==> src/rtl/pipe_pkg.sv <==
// rtl/pipe_pkg.sv - shared state encodings, widths and helpers for the pipeline register slice
package pipe_pkg;

   localparam logic [1:0] ST_EMPTY = 2'd0;
   localparam logic [1:0] ST_ONE   = 2'd1;
   localparam logic [1:0] ST_FULL  = 2'd2;

   localparam int STALL_CNT_W = 32;

   function automatic logic [STALL_CNT_W-1:0] sat_inc(input logic [STALL_CNT_W-1:0] v);
      return (&v) ? v : v + 1'b1;
   endfunction

endpackage

==> src/rtl/pipe_data_reg.sv <==
// rtl/pipe_data_reg.sv - enable register with synchronous active-low reset, one payload entry
module pipe_data_reg #(
   parameter int              DW          = 32,
   parameter logic [DW-1:0]   RESET_VALUE = '0
) (
   input  logic          clk,
   input  logic          rst,
   input  logic          en,
   input  logic [DW-1:0] din,
   output logic [DW-1:0] q
);

   always_ff @(posedge clk) begin
      if (!rst) begin
         q <= RESET_VALUE;
      end else if (en) begin
         q <= din;
      end
   end

endmodule

==> src/rtl/pipe_reg_slice.sv <==
// rtl/pipe_reg_slice.sv - valid/ready pipeline register slice with flush and optional skid entry
// Build option PIPE_REG_SLICE_STALL_CNT_EN adds a saturating stall_cnt output.
module pipe_reg_slice
   import pipe_pkg::*;
#(
   parameter int            DW          = 32,
   parameter logic [DW-1:0] RESET_VALUE = '0,
   parameter int            SKID        = 0
) (
   input  logic                   clk,
   input  logic                   rst,
   input  logic                   flush,
   input  logic                   in_valid,
   output logic                   in_ready,
   input  logic [DW-1:0]          din,
   output logic                   out_valid,
   input  logic                   out_ready,
`ifdef PIPE_REG_SLICE_STALL_CNT_EN
   output logic [DW-1:0]          dout,
   output logic [STALL_CNT_W-1:0] stall_cnt
`else
   output logic [DW-1:0]          dout
`endif
);

   logic [1:0]    state;
   logic [1:0]    state_nxt;
   logic          accept;
   logic          drain;
   logic          main_en;
   logic [DW-1:0] main_d;

   assign accept    = in_valid && in_ready;
   assign drain     = out_valid && out_ready;
   assign out_valid = (state != ST_EMPTY);

   always_ff @(posedge clk) begin
      if (!rst) begin
         state <= ST_EMPTY;
      end else begin
         state <= state_nxt;
      end
   end

   pipe_data_reg #(.DW(DW), .RESET_VALUE(RESET_VALUE)) u_main (
      .clk (clk),
      .rst (rst),
      .en  (main_en),
      .din (main_d),
      .q   (dout)
   );

   generate
      if (SKID == 0) begin : g_single
         assign in_ready = !out_valid || out_ready;
         assign main_en  = accept && !flush;
         assign main_d   = din;

         always_comb begin
            state_nxt = state;
            if (flush) begin
               state_nxt = ST_EMPTY;
            end else if (accept) begin
               state_nxt = ST_FULL;
            end else if (drain) begin
               state_nxt = ST_EMPTY;
            end
         end
      end else begin : g_skid
         logic [DW-1:0] skid_q;
         logic          skid_en;

         // Ready comes straight from the state flop, so out_ready never reaches in_ready.
         assign in_ready = (state != ST_FULL);

         pipe_data_reg #(.DW(DW), .RESET_VALUE(RESET_VALUE)) u_skid (
            .clk (clk),
            .rst (rst),
            .en  (skid_en),
            .din (din),
            .q   (skid_q)
         );

         always_comb begin
            state_nxt = state;
            main_en   = 1'b0;
            skid_en   = 1'b0;
            main_d    = din;
            case (state)
               ST_EMPTY: begin
                  if (accept) begin
                     main_en   = 1'b1;
                     state_nxt = ST_ONE;
                  end
               end
               ST_ONE: begin
                  if (accept && drain) begin
                     main_en = 1'b1;
                  end else if (accept) begin
                     skid_en   = 1'b1;
                     state_nxt = ST_FULL;
                  end else if (drain) begin
                     state_nxt = ST_EMPTY;
                  end
               end
               ST_FULL: begin
                  if (drain) begin
                     main_en   = 1'b1;
                     main_d    = skid_q;
                     state_nxt = ST_ONE;
                  end
               end
               default: state_nxt = ST_EMPTY;
            endcase
            // Flush drops held and incoming payloads but leaves dout untouched.
            if (flush) begin
               state_nxt = ST_EMPTY;
               main_en   = 1'b0;
               skid_en   = 1'b0;
            end
         end
      end
   endgenerate

`ifdef PIPE_REG_SLICE_STALL_CNT_EN
   always_ff @(posedge clk) begin
      if (!rst) begin
         stall_cnt <= '0;
      end else if (out_valid && !out_ready) begin
         stall_cnt <= sat_inc(stall_cnt);
      end
   end
`endif

endmodule

==> config.mk <==
export PLATFORM = sky130hd
export DESIGN_NAME = pipe_reg_slice
export DESIGN_NICKNAME = d
export VERILOG_FILES = /design/src/rtl/pipe_pkg.sv /design/src/rtl/pipe_data_reg.sv /design/src/rtl/pipe_reg_slice.sv
export SDC_FILE = /design/constraint.sdc
export NUM_CORES = 1
export LEC_CHECK = 0
export ABC_AREA = 1
export CAP_MARGIN = 20
export CORE_ASPECT_RATIO = 0.7
export CORE_MARGIN = 2
export CORE_UTILIZATION = 44
export CTS_CLUSTER_DIAMETER = 50
export CTS_CLUSTER_SIZE = 24
export DETAILED_ROUTE_END_ITERATION = 10
export PLACE_DENSITY = 0.85
export SETUP_SLACK_MARGIN = 0.05
export SKIP_CTS_REPAIR_TIMING = 1
export SLEW_MARGIN = 20
export SYNTH_ARGS = -nofsm -noshare
export SYNTH_HDL_FRONTEND = slang
export SYNTH_SLANG_ARGS = --single-unit
==> constraint.sdc <==
create_clock -name clk -period 1.6 [get_ports clk]
set_clock_uncertainty 0.1 [all_clocks]
set_input_delay 0.24 -clock clk [delete_from_list [all_inputs] [get_ports clk]]
set_output_delay 0.24 -clock clk [all_outputs]
set_load 0.02 [all_outputs]
; Word level (Yosys, flattened, before mapping)
; Cells that the tools add are included.
[totals]
regBits = 33
out_inout_bits = 34
in_bits = 37
word_cells = 13
[op_classes]
reduce_logical = 8
muxes = 2
bitwise_logic = 1
[ops]
columns = operator, n
row1 = $mux 2, 2
row2 = $logic_and 1x1->1, 3
row3 = $logic_not 1->1, 2
row4 = $reduce_bool 2->1, 1
row5 = $reduce_or 2->1, 1
row6 = $logic_or 1x1->1, 1
row7 = $not 1->1, 1

; Logic depth before layout (Yosys ltp)
[logic_depth]
word_depth = 4
mapped_depth = 7
mapped_depth_nobuf = 5

; Modules after synthesis
; From an unflattened synthesis, not the netlist that was laid out.
[unflattened]
cells_unflattened = 211
area_unflattened_um2 = 1397.6
[modules_own_cells]
columns = module, n_inst, area_each_um2, cells_per_inst
row1 = pipe_data_reg, 1, 1335.0, 202
row2 = pipe_reg_slice, 1, 62.6, 9

; Worst setup path before layout
; Ideal clock, no wire load.
[synth_timing]
path_kind = reg-to-reg
startpoint = register state[1]
endpoint = register u_main.q[13]
setup_time_ns = 0.115
setup_slack_ns = 0.341
stages_incl_launch_ff = 6
arrival_ns = 1.044
n_path_buf = 2
path_cell_list = dfxtp_1 > nand2_1 > buf_6 > buf_4 > a21oi_1 > nor2_1
[synth_between]
elab_chain_cells = 4
[synth_rtl]
columns = item, line_no
row1 = "start, declared", pipe_reg_slice.sv:26  ; logic [1:0] state;
row2 = "start signal, assigned", pipe_reg_slice.sv:41  ; state <= state_nxt;
row3 = $logic_not 1->1, pipe_reg_slice.sv:55  ; assign in_ready = !out_valid || out_ready;
row4 = $logic_or 1x1->1, pipe_reg_slice.sv:55
row5 = net in_ready, pipe_reg_slice.sv:14  ; output logic in_ready,
row6 = $logic_and 1x1->1, pipe_reg_slice.sv:33  ; assign accept = in_valid && in_ready;
row7 = $logic_and 1x1->1, pipe_reg_slice.sv:56  ; assign main_en = accept && !flush;
row8 = "end signal, assigned", pipe_data_reg.sv:17  ; q <= din;
row9 = "end, declared", pipe_data_reg.sv:10  ; output logic [DW-1:0] q
; The timed path passes the listed nets, and every way through them passes these cells.
; A chain may end at the register's enable or synchronous reset.

; Worst setup path in the final report
[layout_timing]
startpoint = input out_ready
endpoint = register u_main.q[14]
[layout_between]
elab_chain_cells = 3
[layout_rtl]
columns = item, line_no
row1 = "start, declared", pipe_reg_slice.sv:17  ; input logic out_ready,
row2 = $logic_or 1x1->1, pipe_reg_slice.sv:55
row3 = $logic_and 1x1->1, pipe_reg_slice.sv:33
row4 = $logic_and 1x1->1, pipe_reg_slice.sv:56
; Every way passes these cells.

==> flow_summary_export.csv <==
group,metric,value,unit
status,outcome,"complete, no violations",
place,gpl.final_weighted_congestion,0.703,
global_route,grt_start_max_net_pins,37,
critical_path,r2r_start,"state[1]",
logic_synthesis,synth-edff-count,0,
clock_network,numClockSinks,33,
sta,timing.final.crit_share,0.866,
place,io_buffers,70,
critical_path,worstReg2RegEnd,"u_main.q[14]",
power,peakVddDrop,0.000620,V
detailed_routing,detail_route.wl_per_cell,10.9,µm
detailed_routing,drt_first_iter_violations,64,
floorplan,die_h,53.4,µm
sta,final-hold-violation-count,0,
finish,antenna_cells_inserted,0,
clock_network,clockBufferDepth,2,
min_path,worstHoldEndpoint,"u_main.q[19]",
logic_synthesis,synthAdderAreaFrac,0,
logic_synthesis,share_of_synthesized_area_spent_on_multiplexers,0,
logic_synthesis,mappedNetlistArea,0.00153,mm²
detailed_routing,avgViaCountPerCell,4.55,
logic_synthesis,synth.cells.most_frequent,"sky130_fd_sc_hd__a21oi_1 (33), sky130_fd_sc_hd__dfxtp_1 (33), sky130_fd_sc_hd__inv_1 (33), sky130_fd_sc_hd__nand2_1 (33)",
clock_network,worstSkewPairLatency,270,ps
critical_path,worst-r2r-setup-slack,350,ps
sta,timing.final.crit_period,1390,ps
finish,area_of_all_sequential_standard_cells,661,µm²
min_path,hold_depth,2,
logic_synthesis,synth_xor_area_frac,0,
clock_network,tritoncts,"done",
logic_synthesis,synth.top_cells.by_area,"sky130_fd_sc_hd__dfxtp_1 (43%), sky130_fd_sc_hd__a21oi_1 (11%), sky130_fd_sc_hd__nand3_1 (10%)",
logic_synthesis,synth_top_area_share,0.431,
finish,post_route_cells_drive_above_1_share,0.0664,
logic_synthesis,synth_top_flop_cell,"sky130_fd_sc_hd__dfxtp_1",
sta,tightestPinTransition,266,ps
critical_path,start_kind,"input pin",
global_route,wire_length_of_the_first_global_routing_pass,5670,µm
run,max_cap_viol_count,0,
global_route,grt_antenna_before_repair,0,
power,post_route_total_power,1.98,mW
global_route,overflow,0,
finish,layoutNonFillerInstCount,333,
sta,unrepaired_setup_endpoints_after_global_routing,"false",
clock_network,num_cts_buffers,5,
finish,multiInputGateArea,597,µm²
critical_path,worst_ep_required_time,1670,ps
critical_path,arrival,1450,ps
power,static-leakage-power,1.61,nW
logic_synthesis,synth_largest_area_cell,"sky130_fd_sc_hd__dfxtp_1",
sta,timing_max_transition_violations_final,0,
floorplan,die_area,0.00398,mm²
clock_network,clock_tree.htree_level_count,2,
critical_path,worst-r2r-cell-count,6,
detailed_routing,drt.antenna.violating_nets,0,
place,detailed_place_hpwl,2520,µm
floorplan,area_of_the_core,0.00323,mm²
clock_network,ctsRootBufferMaster,"sky130_fd_sc_hd__clkbuf_8",
place,detailedPlace.worstSlack,-159,ps
detailed_routing,totalWireLength,3640,µm
global_route,gr-usage-all-layers,0.189,
floorplan,dieWidth,74.5,µm
logic_synthesis,synth-compound-area-share,0.108,
logic_synthesis,ys_seq_elements,33,
critical_path,critPathMaxFanout,28,
power,power.density_cell_area,816,mW/mm²
detailed_routing,drt-pass1-iter-count,4,
finish,area_growth_syn_to_layout,58.3,%
floorplan,initial_core_util,0.474,
logic_synthesis,synth_cells,217,
logic_synthesis,syn-num-nets,254,
sta,slew_headroom,0.822,
clock_network,clkSlewWorstSetupHoldPaths,60,ps
min_path,hp_class,"reg2reg",
critical_path,worst_setup_path_end_kind,"flip-flop",
logic_synthesis,synth-warning-count,0,
logic_synthesis,yosysUniqueCellTypes,13,
logic_synthesis,synth_sequential_area_ratio,0.431,
logic_synthesis,post_synth.cell_area_avg,7.06,µm²
min_path,min_from,"u_main.q[19]",
detailed_routing,drc_markers,0,
place,place_inst,326,
sta,fmaxAchievable,722,MHz
sta,postLayoutSetupSlackWorst,214,ps
critical_path,setup.worst_path.class,"in2reg",
floorplan,io_pins,71,
detailed_routing,vias,1514,
finish,fillCellCount,271,
global_route,grt_pass1_vias,1270,
finish,num-nets-final,323,
logic_synthesis,synth_async_sr_flop_share,0,
floorplan,floorplan.rows,17,
logic_synthesis,synth_simple_gate_area_share,0.280,
logic_synthesis,dominant_combinational_cell_family_by_area_after_synthesis,"simple AND/OR/NAND/NOR gates",
sta,setup-violations-final,0,
-- how the worst max path moves through the flow --
stage / startpoint / end / slack, ps / cells after the start
6_report: out_ready / u_main.q[14] / 210 / 8
5_1_grt: out_ready / u_main.q[13] / 150 / 8
4_1_cts: out_ready / in_ready / -160 / 4
3_5_place_dp: out_ready / in_ready / -160 / 4
3_3_place_gp: out_ready / in_ready / -160 / 4
2_1_floorplan: state[1] / u_main.q[13] / 340 / 5
-- cell usage in the layout, fill, tap and decap left out --
master                            synthesis  layout
sky130_fd_sc_hd__clkdlybuf4s50_1          0      36
sky130_fd_sc_hd__dlymetal6s2s_1           0      34
sky130_fd_sc_hd__a21oi_1                 33      33
sky130_fd_sc_hd__inv_1                   33      33
sky130_fd_sc_hd__dfxtp_1                 33      33
sky130_fd_sc_hd__nand3_1                 32      32
sky130_fd_sc_hd__nand2_1                 33      32
sky130_fd_sc_hd__nor2_1                  32      32
sky130_fd_sc_hd__clkbuf_8                 0       6
sky130_fd_sc_hd__buf_4                    3       6
sky130_fd_sc_hd__buf_12                   0       3
sky130_fd_sc_hd__inv_2                    2       2
sky130_fd_sc_hd__nor2_8                   1       1
sky130_fd_sc_hd__nand2_2                  0       1
sky130_fd_sc_hd__nor3_1                   1       1
sky130_fd_sc_hd__clkbuf_1                 3       1
-- kinds of logic (layout without fill, tap and decap cells) --
kind of cell           after synthesis  in the layout
AOI/OAI and AO/OA                   33             33
buffers and inverters               52            121
DFF                                 33             33
and+or+nand+nor                     99             99
-- sequential cells by signal (all words and copies together) (netlist names) --
register / flops
u_main.q: 32
state: 1
-- report_power, final --
| part | leakage (nW) | switching (mW) | internal (mW) | total (mW) |
|---|---|---|---|---|
| combinational | 1.29 | 0.222 | 0.237 | 0.459 |
| sequential | 0.272 | 0.0278 | 0.878 | 0.906 |
| clock | 0.0443 | 0.272 | 0.341 | 0.613 |
| total | 1.61 | 0.522 | 1.46 | 1.98 |
-- per-layer routing --
metal	vias up	global-route usage	wire, µm
li1	807	-	-
met1	655	0.241	1690
met2	50	0.296	1620
met3	2	0.0857	330
met4	0	0.0357	6
met5	-	0	0
-- through the flow --
step	utilization	TNS, ps	instance area, µm²	hold WS, ps
after detailed placement	0.697	-934	2250	370
after CTS	0.724	-174	2340	387
after global routing	0.750	0	2420	410
final	0.750	0	2420	375
after global placement	0.697	-586	2250	359
after floorplan	-	0	1530	218
-- critical path, stage by stage --
cell and delay [ps]:
sky130_fd_sc_hd__clkdlybuf4s50_1 470, sky130_fd_sc_hd__inv_2 40, sky130_fd_sc_hd__nand2_2 70, sky130_fd_sc_hd__buf_4 130, sky130_fd_sc_hd__buf_4 270, sky130_fd_sc_hd__nand3_1 120
sky130_fd_sc_hd__nand2_1 70, sky130_fd_sc_hd__nor2_1 40
-- final cells by class --
| class | count | area share |
|---|---|---|
| clock buffer | 7 | 0.0356 |
| inverter | 35 | 0.0542 |
| multi-input combinational | 132 | 0.246 |
| sequential | 33 | 0.272 |
| tap | 47 | 0.0243 |
| timing repair buffer | 79 | 0.367 |
(Power assumes the default switching activity.)
